$ cat src/rtl/rv_lsu.sv
`default_nettype none
// ============================================================================
//  Module   : rv_lsu
//  Purpose  : Load/store unit: word-aligned data bus with byte enables,
//             sign/zero-extended load return, one access outstanding.
//             Define MISALIGN_SPLIT_EN to split misaligned accesses into
//             two bus beats instead of rejecting them.
//  Revision : 1.0 - initial release
// ============================================================================
module rv_lsu #(
    parameter int ADDR_W = 32,
    parameter int XLEN   = 32
) (
    input  logic              clk,
    input  logic              rst,
    input  logic              req_valid,
    output logic              req_ready,
    input  logic [2:0]        mem_op,
    input  logic              mem_write,
    input  logic [ADDR_W-1:0] addr,
    input  logic [XLEN-1:0]   wdata,
    output logic              rsp_valid,
    output logic [XLEN-1:0]   rsp_rdata,
    output logic              rsp_err,
    output logic              bus_req,
    output logic              bus_we,
    output logic [ADDR_W-1:0] bus_addr,
    output logic [3:0]        bus_be,
    output logic [XLEN-1:0]   bus_wdata,
    input  logic              bus_gnt,
    input  logic              bus_rvalid,
    input  logic [XLEN-1:0]   bus_rdata
);

`ifdef MISALIGN_SPLIT_EN
    localparam logic c_split_en = 1'b1;
`else
    localparam logic c_split_en = 1'b0;
`endif

    typedef enum logic [2:0] {
        IDLE  = 3'd0,
        REQ0  = 3'd1,
        WAIT0 = 3'd2,
        REQ1  = 3'd3,
        WAIT1 = 3'd4,
        RESP  = 3'd5
    } state_t;

    state_t              r_state;
    logic                r_req_ready;
    logic                r_rsp_valid;
    logic [XLEN-1:0]     r_rsp_rdata;
    logic                r_rsp_err;
    logic                r_bus_req;
    logic                r_bus_we;
    logic [ADDR_W-1:0]   r_bus_addr;
    logic [3:0]          r_bus_be;
    logic [XLEN-1:0]     r_bus_wdata;
    logic [2:0]          r_op;
    logic                r_we;
    logic [1:0]          r_off;
    logic                r_split;
    logic [3:0]          r_be1;
    logic [XLEN-1:0]     r_rdata0;

    logic [3:0]          w_mask;
    logic                w_invalid;
    logic [1:0]          w_off;
    logic                w_misalign;
    logic [7:0]          w_be8;
    logic [2*XLEN-1:0]   w_wrot64;
    logic                w_reject;
    logic                w_split;

    // Decode the access size; stores cannot use the unsigned load encodings.
    always_comb begin
        w_mask    = 4'b0000;
        w_invalid = 1'b0;
        case (mem_op)
            3'b001, 3'b101: w_mask = 4'b0001;
            3'b010, 3'b110: w_mask = 4'b0011;
            3'b011:         w_mask = 4'b1111;
            default:        w_invalid = 1'b1;
        endcase
        if (mem_write && mem_op[2])
            w_invalid = 1'b1;
    end

    assign w_off      = addr[1:0];
    assign w_misalign = ((mem_op[1:0] == 2'b10) && (w_off == 2'b11)) ||
                        ((mem_op[1:0] == 2'b11) && (w_off != 2'b00));
    assign w_be8      = {4'b0000, w_mask} << w_off;
    // Upper half of the doubled word shifted left is the rotate-left result.
    assign w_wrot64   = {wdata, wdata} << {w_off, 3'b000};
    assign w_reject   = w_invalid | (w_misalign & ~c_split_en);
    assign w_split    = w_misalign & c_split_en;

    function automatic logic [XLEN-1:0] f_extract(input logic [2*XLEN-1:0] d,
                                                  input logic [1:0]        off,
                                                  input logic [2:0]        op);
        logic [XLEN-1:0] s;
        s = XLEN'(d >> {off, 3'b000});
        case (op)
            3'b001:  f_extract = {{(XLEN-8){s[7]}}, s[7:0]};
            3'b101:  f_extract = {{(XLEN-8){1'b0}}, s[7:0]};
            3'b010:  f_extract = {{(XLEN-16){s[15]}}, s[15:0]};
            3'b110:  f_extract = {{(XLEN-16){1'b0}}, s[15:0]};
            default: f_extract = s;
        endcase
    endfunction

    always_ff @(posedge clk or posedge rst) begin
        if (rst) begin
            r_state     <= IDLE;
            r_req_ready <= 1'b1;
            r_rsp_valid <= 1'b0;
            r_rsp_rdata <= '0;
            r_rsp_err   <= 1'b0;
            r_bus_req   <= 1'b0;
            r_bus_we    <= 1'b0;
            r_bus_addr  <= '0;
            r_bus_be    <= 4'b0000;
            r_bus_wdata <= '0;
            r_op        <= 3'b000;
            r_we        <= 1'b0;
            r_off       <= 2'b00;
            r_split     <= 1'b0;
            r_be1       <= 4'b0000;
            r_rdata0    <= '0;
        end else begin
            r_rsp_valid <= 1'b0;
            case (r_state)
                IDLE: begin
                    if (req_valid) begin
                        r_req_ready <= 1'b0;
                        r_op        <= mem_op;
                        r_we        <= mem_write;
                        r_off       <= w_off;
                        r_split     <= w_split;
                        r_be1       <= w_be8[7:4];
                        r_rsp_rdata <= '0;
                        r_rsp_err   <= 1'b0;
                        if (w_reject) begin
                            r_state     <= RESP;
                            r_rsp_valid <= 1'b1;
                            r_rsp_err   <= 1'b1;
                        end else begin
                            r_state     <= REQ0;
                            r_bus_req   <= 1'b1;
                            r_bus_we    <= mem_write;
                            r_bus_addr  <= {addr[ADDR_W-1:2], 2'b00};
                            r_bus_be    <= w_be8[3:0];
                            r_bus_wdata <= w_wrot64[2*XLEN-1:XLEN];
                        end
                    end
                end
                REQ0: begin
                    if (bus_gnt) begin
                        if (r_we && r_split) begin
                            r_state    <= REQ1;
                            r_bus_addr <= r_bus_addr + ADDR_W'(4);
                            r_bus_be   <= r_be1;
                        end else if (r_we) begin
                            r_state     <= RESP;
                            r_bus_req   <= 1'b0;
                            r_rsp_valid <= 1'b1;
                        end else begin
                            r_state   <= WAIT0;
                            r_bus_req <= 1'b0;
                        end
                    end
                end
                WAIT0: begin
                    if (bus_rvalid) begin
                        r_rdata0 <= bus_rdata;
                        if (r_split) begin
                            r_state    <= REQ1;
                            r_bus_req  <= 1'b1;
                            r_bus_addr <= r_bus_addr + ADDR_W'(4);
                            r_bus_be   <= r_be1;
                        end else begin
                            r_state     <= RESP;
                            r_rsp_valid <= 1'b1;
                            r_rsp_rdata <= f_extract({{XLEN{1'b0}}, bus_rdata}, r_off, r_op);
                        end
                    end
                end
                REQ1: begin
                    if (bus_gnt) begin
                        r_bus_req <= 1'b0;
                        if (r_we) begin
                            r_state     <= RESP;
                            r_rsp_valid <= 1'b1;
                        end else begin
                            r_state <= WAIT1;
                        end
                    end
                end
                WAIT1: begin
                    if (bus_rvalid) begin
                        r_state     <= RESP;
                        r_rsp_valid <= 1'b1;
                        r_rsp_rdata <= f_extract({bus_rdata, r_rdata0}, r_off, r_op);
                    end
                end
                RESP: begin
                    r_state     <= IDLE;
                    r_req_ready <= 1'b1;
                end
                default: begin
                    r_state     <= IDLE;
                    r_req_ready <= 1'b1;
                    r_bus_req   <= 1'b0;
                end
            endcase
        end
    end

    assign req_ready = r_req_ready;
    assign rsp_valid = r_rsp_valid;
    assign rsp_rdata = r_rsp_rdata;
    assign rsp_err   = r_rsp_err;
    assign bus_req   = r_bus_req;
    assign bus_we    = r_bus_we;
    assign bus_addr  = r_bus_addr;
    assign bus_be    = r_bus_be;
    assign bus_wdata = r_bus_wdata;

endmodule
`default_nettype wire

$ cat config.mk
export PLATFORM = sky130hd
export DESIGN_NAME = rv_lsu
export DESIGN_NICKNAME = d
export VERILOG_FILES = /design/src/rtl/rv_lsu.sv
export SDC_FILE = /design/constraint.sdc
export NUM_CORES = 1
export LEC_CHECK = 0
export CORE_MARGIN = 5
export CORE_UTILIZATION = 50
export CTS_CLUSTER_DIAMETER = 100
export DETAILED_ROUTE_END_ITERATION = 8
export PLACE_DENSITY = 0.83
export REMOVE_ABC_BUFFERS = 1
export SLEW_MARGIN = 0
export SYNTH_ARGS = -nofsm -noshare
export SYNTH_HDL_FRONTEND = slang
export SYNTH_SLANG_ARGS = --single-unit
$ cat constraint.sdc
create_clock -name clk -period 11.6 [get_ports clk]
set_input_delay 2.32 -clock clk [delete_from_list [all_inputs] [get_ports clk]]
set_output_delay 2.32 -clock clk [all_outputs]
set_load 0.01 [all_outputs]
### After elaboration in Yosys (flattened, before gate mapping)

Index checks and enable logic that the tools add are counted.

| storage, ports and cells | value |
|---|---|
| word-level logic and storage cells | 106 |
| flip-flop bits (word level) | 146 |
| output and inout bits | 105 |

| cells by class | value |
|---|---|
| muxes and demuxes | 35 |
| shift-type cells | 4 |
| equal/unequal tests | 23 |
| bitwise logic cells | 6 |
| reduce and logical (&&, ||, !) cells | 24 |

Operators by type and width:

| operator | number |
|---|---|
| 32-bit case mux with 4 select lines | 2 |
| 32-bit 2-to-1 mux | 6 |
| 32-bit case mux with 3 select lines | 1 |
| 64-bit by 5-bit << shifter with 64-bit output | 1 |
| 64-bit by 5-bit right shift with 32-bit output | 1 |
| 32-bit by 5-bit right shift with 32-bit output | 1 |
| 3-bit == test, second input constant | 6 |
| 3-bit 2-to-1 mux | 6 |
| 3-bit by 2-bit == test with 1-bit output, second input constant | 5 |
| 7-bit AND reduction | 2 |
| 1-bit 2-to-1 mux | 12 |
| 4-bit 2-to-1 mux | 3 |
| 2-bit != test, second input constant | 6 |
| 3-bit case mux with 4 select lines | 1 |
| 4-bit case mux with 3 select lines | 1 |
| 2-bit OR reduction | 5 |
| 3-bit by 1-bit == test with 1-bit output, second input constant | 3 |
| 2-bit == test, second input constant | 3 |
| 1-bit case mux with 3 select lines | 2 |
| 2-bit AND reduction | 3 |
| 3-bit nonzero test | 2 |
| 1-bit NOT | 5 |
| 5-bit AND reduction | 1 |
| 5-bit OR reduction | 1 |
| 11 further kinds | 13 |

### Logic depth before layout (Yosys ltp)

Gate-level depths: netlist of the first run.

| logic depth | value |
|---|---|
| depth in word-level cells | 8 |
| mapped depth | 9 |
| mapped depth without buffers | 6 |

### Worst setup path after synthesis of the first run

Ideal clock, no wire load.

| timing path | value |
|---|---|
| kind | in2reg |
| start point | input mem_op[0] |
| end point | register r_bus_addr[10], in the netlist bus_addr[10] |
| path slack | 7.717 ns |
| stages on the path | 6 |
| buffers on the path | 1 |
| data arrival time | 3.758 ns |
| cell sequence | inv_1 ha_1 o21ai_0 o2111ai_2 buf_2 mux2_2 |

| between the ends | value |
|---|---|
| word-level cells in the longest chain between the ends | 7 |

Ends and longest elaborated chain:

| item | line | text |
|---|---|---|
| from (decl) | 18 | `input logic [2:0] mem_op,` |
| 3-bit by 2-bit == test with 1-bit output (tied with other cells) | 80 | `case (mem_op)` |
| 5-bit OR reduction (no line) | -- |  |
| 1-bit 2-to-1 mux | 80 |  |
| 1-bit 2-to-1 mux | 86 | `if (mem_write && mem_op[2])` |
| 1-bit bitwise OR (*) | 96 | `assign w_reject = w_invalid \| (w_misalign & ~c_split_en);` |
| 2-bit != test (no line) (*) | -- |  |
| 7-bit AND reduction (no line) (*) | -- |  |
| to (signal assigned) | 152 | `r_bus_addr <= {addr[ADDR_W-1:2], 2'b00};` |
| to (signal assigned) | 162 | `r_bus_addr <= r_bus_addr + ADDR_W'(4);` |
| to (signal assigned) | 180 | `r_bus_addr <= r_bus_addr + ADDR_W'(4);` |
| to (decl) | 57 | `logic [ADDR_W-1:0] r_bus_addr;` |

Every way passes the cells marked *; elsewhere a longest branch is shown, timed or not.
A chain may end at the register's enable or synchronous reset.

### Worst setup path after layout of the first run

| timing path | value |
|---|---|
| start point | input mem_op[0] |
| end point | register r_bus_addr[23], in the netlist bus_addr[23] |

The elaborated chain is that of the path after synthesis.

==> results of run 1 <==
report_power, final:
part           leakage (nW)  internal [mW]  switching, mW
clock                 0.288          0.347          0.212
combinational          2.40          0.771          0.585
sequential             1.79          0.736          0.244
total                  4.48           1.85           1.04
state kept, by name, summed over array words and instances (netlist names):
name / count
rsp_rdata: 32
bus_wdata: 32
r_state: 3
bus_req: 1
r_off: 2
bus_we: 1
rsp_err: 1
rsp_valid: 1
bus_be: 4
bus_addr: 30
r_op: 3
req_ready: 1
r_we: 1
r_rdata0: 32
critical path, delay by kind of cell:
family,cells,cell delay (ps)
adder cells (fa/ha/maj),1,280
buffers and inverters,3,1320
multiplexers,1,420
AO/OA/AOI/OAI,2,390
through the flow:
| stage | utilization (%) | setup slack [ps] | area, um2 | hold slack, ps | total power [mW] |
|---|---|---|---|---|---|
| floorplan | - | 5420 | 8080 | 476 | 1.73 |
| global placement | 63.5 | 6750 | 10500 | 459 | 2.30 |
| detailed placement | 63.5 | 6670 | 10500 | 468 | 2.33 |
| CTS | 67.1 | 7110 | 11100 | 482 | 2.90 |
| global route | 67.1 | 6960 | 11100 | 495 | 3.07 |
| finish | 67.1 | 7110 | 11100 | 476 | 2.89 |
area by class of cell:
type | instances | area, um2
clock buffer | 20 | 457
clock inverter | 10 | 138
fill | 1220 | 5440
inverter | 12 | 50.0
multi-input combinational | 451 | 4440
sequential | 144 | 3610
tap | 220 | 275
timing repair buffer | 214 | 2110
cells in the final DEF (no fill, tap or decap), types with 3 or more instances in the layout:
master             n
ha_1               3
nand2_1           55
nand2b_1          20
o21ai_0           34
nand4_1           16
mux4_2            51
clkdlybuf4s50_1  205
o22ai_1            6
o221ai_1          11
a221o_1           17
nand3_1            4
clkinv_2           3
mux2_2           111
o31ai_1            3
inv_1             11
bufinv_16          3
a221oi_1           8
dfrtp_1          141
clkbuf_16         17
mux2i_1           31
buf_4              7
a211oi_1           3
o211ai_1           4
nor2_1             9
nor2b_1            4
nor3b_1            4
a21oi_1           12
nor3_1             3
routing by layer:
layer / global-route usage, % / vias to the layer above / share of wire (%)
met5: 0 / - / 0
met4: 5.05 / 0 / 1.4
met3: 6.11 / 32 / 9.0
met2: 39.3 / 353 / 49
met1: 33.1 / 3356 / 41
li1: - / 2900 / -
kinds of logic after synthesis:
kind of cell | count (synthesis)
and+or+nand+nor | 129
xor gates and xnor gates | 2
DFF | 144
adders and majority gates | 3
buffers and inverters | 71
AOI/OAI and AO/OA | 117
other | 1
muxes | 198
final timing paths:
path / to / slack (ps)
max in group asynchronous: r_off[0]$_DFFE_PP0P_ / 7740
setup reg to reg: rsp_rdata[16]$_DFFE_PP0P_ / 8640
min in group asynchronous: bus_wdata[31]$_DFFE_PP0P_ / 2410
hold reg to reg: bus_be[3]$_DFFE_PP0P_ / 480
hold / removal: bus_be[3]$_DFFE_PP0P_ / 480
setup / recovery: bus_addr[23]$_DFFE_PP0P_ / 7110
==> flow_summary.yaml, run 1 <==
run_status:
  outcome: "finished, final reports clean"
synth:
  ys_seq_area_share_pct: 42.9
  yosys_warnings: 0
  synth_top_family_by_area: "multiplexers"
  synthSimpleGateAreaFrac_pct: 8.11
  ys_ff_latch: 144
  synth_area_leaders: "dfrtp_1, mux2_2, mux4_2"
  async_flop_share_pct: 100
  synth-compound-area-share_pct: 10.3
  synthAdderAreaFrac_pct: 0.446
  netlist-cell-type-count: 63
  synthFlopType: "dfrtp_1"
  synth_mux_area_share_pct: 33.5
  synth_top_area_share_pct: 42.6
  synth_top_cell_by_area: "dfrtp_1"
  avgSynthCellArea_um2: 12.6
  syn_area_um2: 8410
  syn_inst: 665
  synth_edf_count: 0
  synth.most_common_cell: "dfrtp_1"
  synth_xor_area_share_pct: 0.208
  synth_commonest_cells: "dfrtp_1, mux2_2, nand2_1, mux4_2, o21ai_0"
timing:
  final_hold_viol_count: 0
  slew_headroom_pct: 27.3
  clock_skew_ps: 10.9
  setup_viol: 0
  fin_crit_ps: 4490
  drv_slew: 0
  max_freq_mhz: 223
  max_slew.worst_pin.slew_ps: 1090
  fin_tns_setup_ps: 0
  fin_crit_sh_pct: 38.7
  rsz0062_at_grt: "no"
setup_path:
  r2r_cells: 4
  crit_path_start_kind: "input pin"
  slowest_stage: "buf_4"
  setup.worst_path.start: "mem_op[0]"
  cp.arrival_ps: 4790
  crit_path_max_incr_delay_ps: 720
  cp-end-kind: "register"
  cp_cell_sequence: "clkdlybuf4s50_1 > inv_1 > ha_1 > o21ai_0 > o2111ai_4 > buf_4 > mux2_2"
  crit_type: "in2reg"
  crit_fanout: 73
  r2r_start: "r_off[0]$_DFFE_PP0P_"
  required_ps: 11900
clock_tree:
  cts_root_buffer: "clkbuf_16"
  cts_setup_buffers: 0
  clockBufferDepth: 2
  cts_resized: 0
  cts_inserted_buffers: 17
  h-tree-depth: 4
  cts_sinks: 144
  insertion_delay_ps: 420
  clkSlewWorstSetupHoldPaths_ps: 60
  holdBufCountCts: 0
  cts_tree: "yes"
grt:
  gr-total-overflow: 0
  grt_pass1_vias: 6609
  gr-usage-all-layers_pct: 24.1
  grt_pass1_wl_mm: 37.6
  grt_max_degree: 82
  antenna_found_initial: 0
floorplanning:
  fp.dieW_um: 140
  num_rows: 47
  ioPinCount: 210
  die_area_um2: 19500
  design.core.area_um2: 16500
  die_h_um: 140
  initial_core_util_pct: 50.9
job:
  max_cap_violations: 0
placed_design:
  dp_hpwl_mm: 16.2
  dp.cells: 1041
  io_buffers: 207
  place.gp.congestion: 0.804
power_and_ir_drop:
  ir_drop_mv: 0.132
  leakagePower_nw: 4.48
  powerDensity_nw_per_um2: 261
detailed_routing:
  drt_iter0_drc: 612
  drcViolationCount: 0
  drt_first_pass_iters: 5
  drt_wl_total_mm: 23.3
  vias: 6641
  routedWlPerCell_um: 21.8
  detail_route.vias_per_cell: 6.20
  antenna_left: 0
layout:
  area_growth_pct: 31.9
  layout.nets: 948
  drive_gt1_share_pct: 25.6
  num_antenna_cells: 0
  finalNonFillerCells: 1071
min_path:
  holdPathStages: 2
  hold_path_startpoint: "bus_be[3]$_DFFE_PP0P_"
  hp-class: "reg2reg"
(Power assumes the default switching activity.)
==> inputs of run 2 (changes only) <==
CORE_UTILIZATION = 45   (was 50)
PLACE_DENSITY = 0.79   (was 0.83)
clock period = 3.95 ns   (was 11.6 ns; I/O delays follow)
==> run 2 against run 1 <==
Global-route usage decreased by 1.8 points. Combinational power increased to 3.0 times the previous value. Flip-flop and latch count unchanged.
==> flow_summary.yaml, run 2 (synthesis results as in run 1) <==
run_status:
  outcome: "finished, final reports clean"
layout:
  multi_input_area_um2: 4440
  seq_area_um2: 3610
  area_growth_pct: 33.2
  final_util_pct: 60.3
  layout.nets: 958
  layout_common_cells: "clkdlybuf4s50_1, dfrtp_1, mux2_2"
  fillers: 1452
  drive_gt1_share_pct: 26.7
  finalNonFillerCells: 1098
  final_common_cell: "clkdlybuf4s50_1"
  finish.instance_area_um2: 11200
setup_path:
  slowest_stage: "o21ai_0"
  crit_type: "in2reg"
  cp.arrival_ps: 3380
  cp-end-kind: "register"
  cp_cell_sequence: "clkdlybuf4s50_1 > inv_1 > ha_1 > o21ai_0 > o2111ai_4 > buf_4 > mux2_2"
  crit_path_max_incr_delay_ps: 570
  crit_path_start_kind: "input pin"
  r2r_cells: 4
  r2r_end: "rsp_rdata[16]$_DFFE_PP0P_"
  setup.worst_path.start: "mem_op[0]"
  crit_fanout: 73
  reg2reg_slack_ps: 1260
  required_ps: 4250
  r2r_start: "r_off[0]$_DFFE_PP0P_"
grt:
  antenna_found_initial: 2
  grt_pass1_vias: 6793
  gr-usage-all-layers_pct: 22.3
  gr-total-overflow: 0
  grt_pass1_wl_mm: 38.4
  grt_max_degree: 74
clock_tree:
  cts_tree: "yes"
  h-tree-depth: 4
  clkSlewWorstSetupHoldPaths_ps: 60
  cts_root_buffer: "clkbuf_16"
  insertion_delay_ps: 420
  holdBufCountCts: 0
  cts_inserted_buffers: 17
  clockBufferDepth: 2
  cts_setup_buffers: 0
  cts_resized: 0
  cts_sinks: 144
min_path:
  holdPathStages: 2
  hold_path_end: "bus_be[1]$_DFFE_PP0P_"
  hold_path_startpoint: "bus_be[1]$_DFFE_PP0P_"
  hp-class: "reg2reg"
detailed_routing:
  drcViolationCount: 0
  drt_iter0_drc: 559
  detail_route.vias_per_cell: 6.08
  vias: 6674
  drt_first_pass_iters: 5
  drt_wl_total_mm: 23.8
  antenna_left: 0
  routedWlPerCell_um: 21.7
timing:
  fin_tns_setup_ps: 0
  drv_slew: 0
  setup_viol: 0
  max_slew.worst_pin.slew_ps: 972
  slew_headroom_pct: 35.2
  fin_crit_ps: 3080
  final_hold_viol_count: 0
  rsz0062_at_grt: "no"
  max_freq_mhz: 325
  clock_skew_ps: 7.50
  fin_crit_sh_pct: 77.9
  fin_ws_ps: 874
  holdWs_ps: 477
floorplanning:
  design.core.area_um2: 18600
  die_h_um: 147
  ioPinCount: 210
  fp.dieW_um: 147
  num_rows: 50
  die_area_um2: 21500
  initial_core_util_pct: 45.3
placed_design:
  dpl_cell_area_um2: 10600
  dp.cells: 1065
  place.gp.congestion: 0.826
  io_buffers: 207
  dp_hpwl_mm: 16.8
  dp_slack_ps: 560
power_and_ir_drop:
  leakagePower_nw: 4.53
  powerDensity_nw_per_um2: 760
  ir_drop_mv: 0.329
  total_power_mw: 8.52
job:
  max_cap_violations: 0
-- run 2: worst max path at each step --
stage / slack (ps) / to
floorplan: -700 / bus_addr[10]$_DFFE_PP0P_
global placement: 640 / bus_addr[21]$_DFFE_PP0P_
detailed placement: 560 / bus_addr[10]$_DFFE_PP0P_
CTS: 900 / bus_addr[10]$_DFFE_PP0P_
global route: 770 / bus_addr[10]$_DFFE_PP0P_
finish: 870 / bus_addr[10]$_DFFE_PP0P_
-- run 2: critical path, delay by kind of cell --
family,cells,cell delay [ps]
compound gates,2,750
fa+ha+maj,1,320
buf+inv,3,1050
mux,1,400
-- run 2: routing by layer --
metal	up-vias	routed length (um)	part of all wire [%]	GRT usage (%)
met5	-	13	0.055	0
met2	346	11500	48	35.7
met1	3357	9860	41	30.2
li1	2932	-	-	-
met3	37	2080	8.7	5.92
met4	2	410	1.7	6.11
-- run 2: area by class of cell --
| class | count | area share (%) |
|---|---|---|
| Inverter | 12 | 0.447 |
| Timing Repair Buffer | 224 | 19.8 |
| Multi-Input combinational cell | 451 | 39.7 |
| Clock inverter | 14 | 1.41 |
| Sequential cell | 144 | 32.2 |
| Tap cell | 234 | 2.61 |
| Antenna cell | 1 | 0.0223 |
| Clock buffer | 18 | 3.83 |
-- run 2: power breakdown --
part	switching, mW	total, mW	internal, mW
sequential	0.674	2.84	2.16
clock	0.662	1.60	0.940
combinational	1.78	4.08	2.30
total	3.11	8.52	5.40
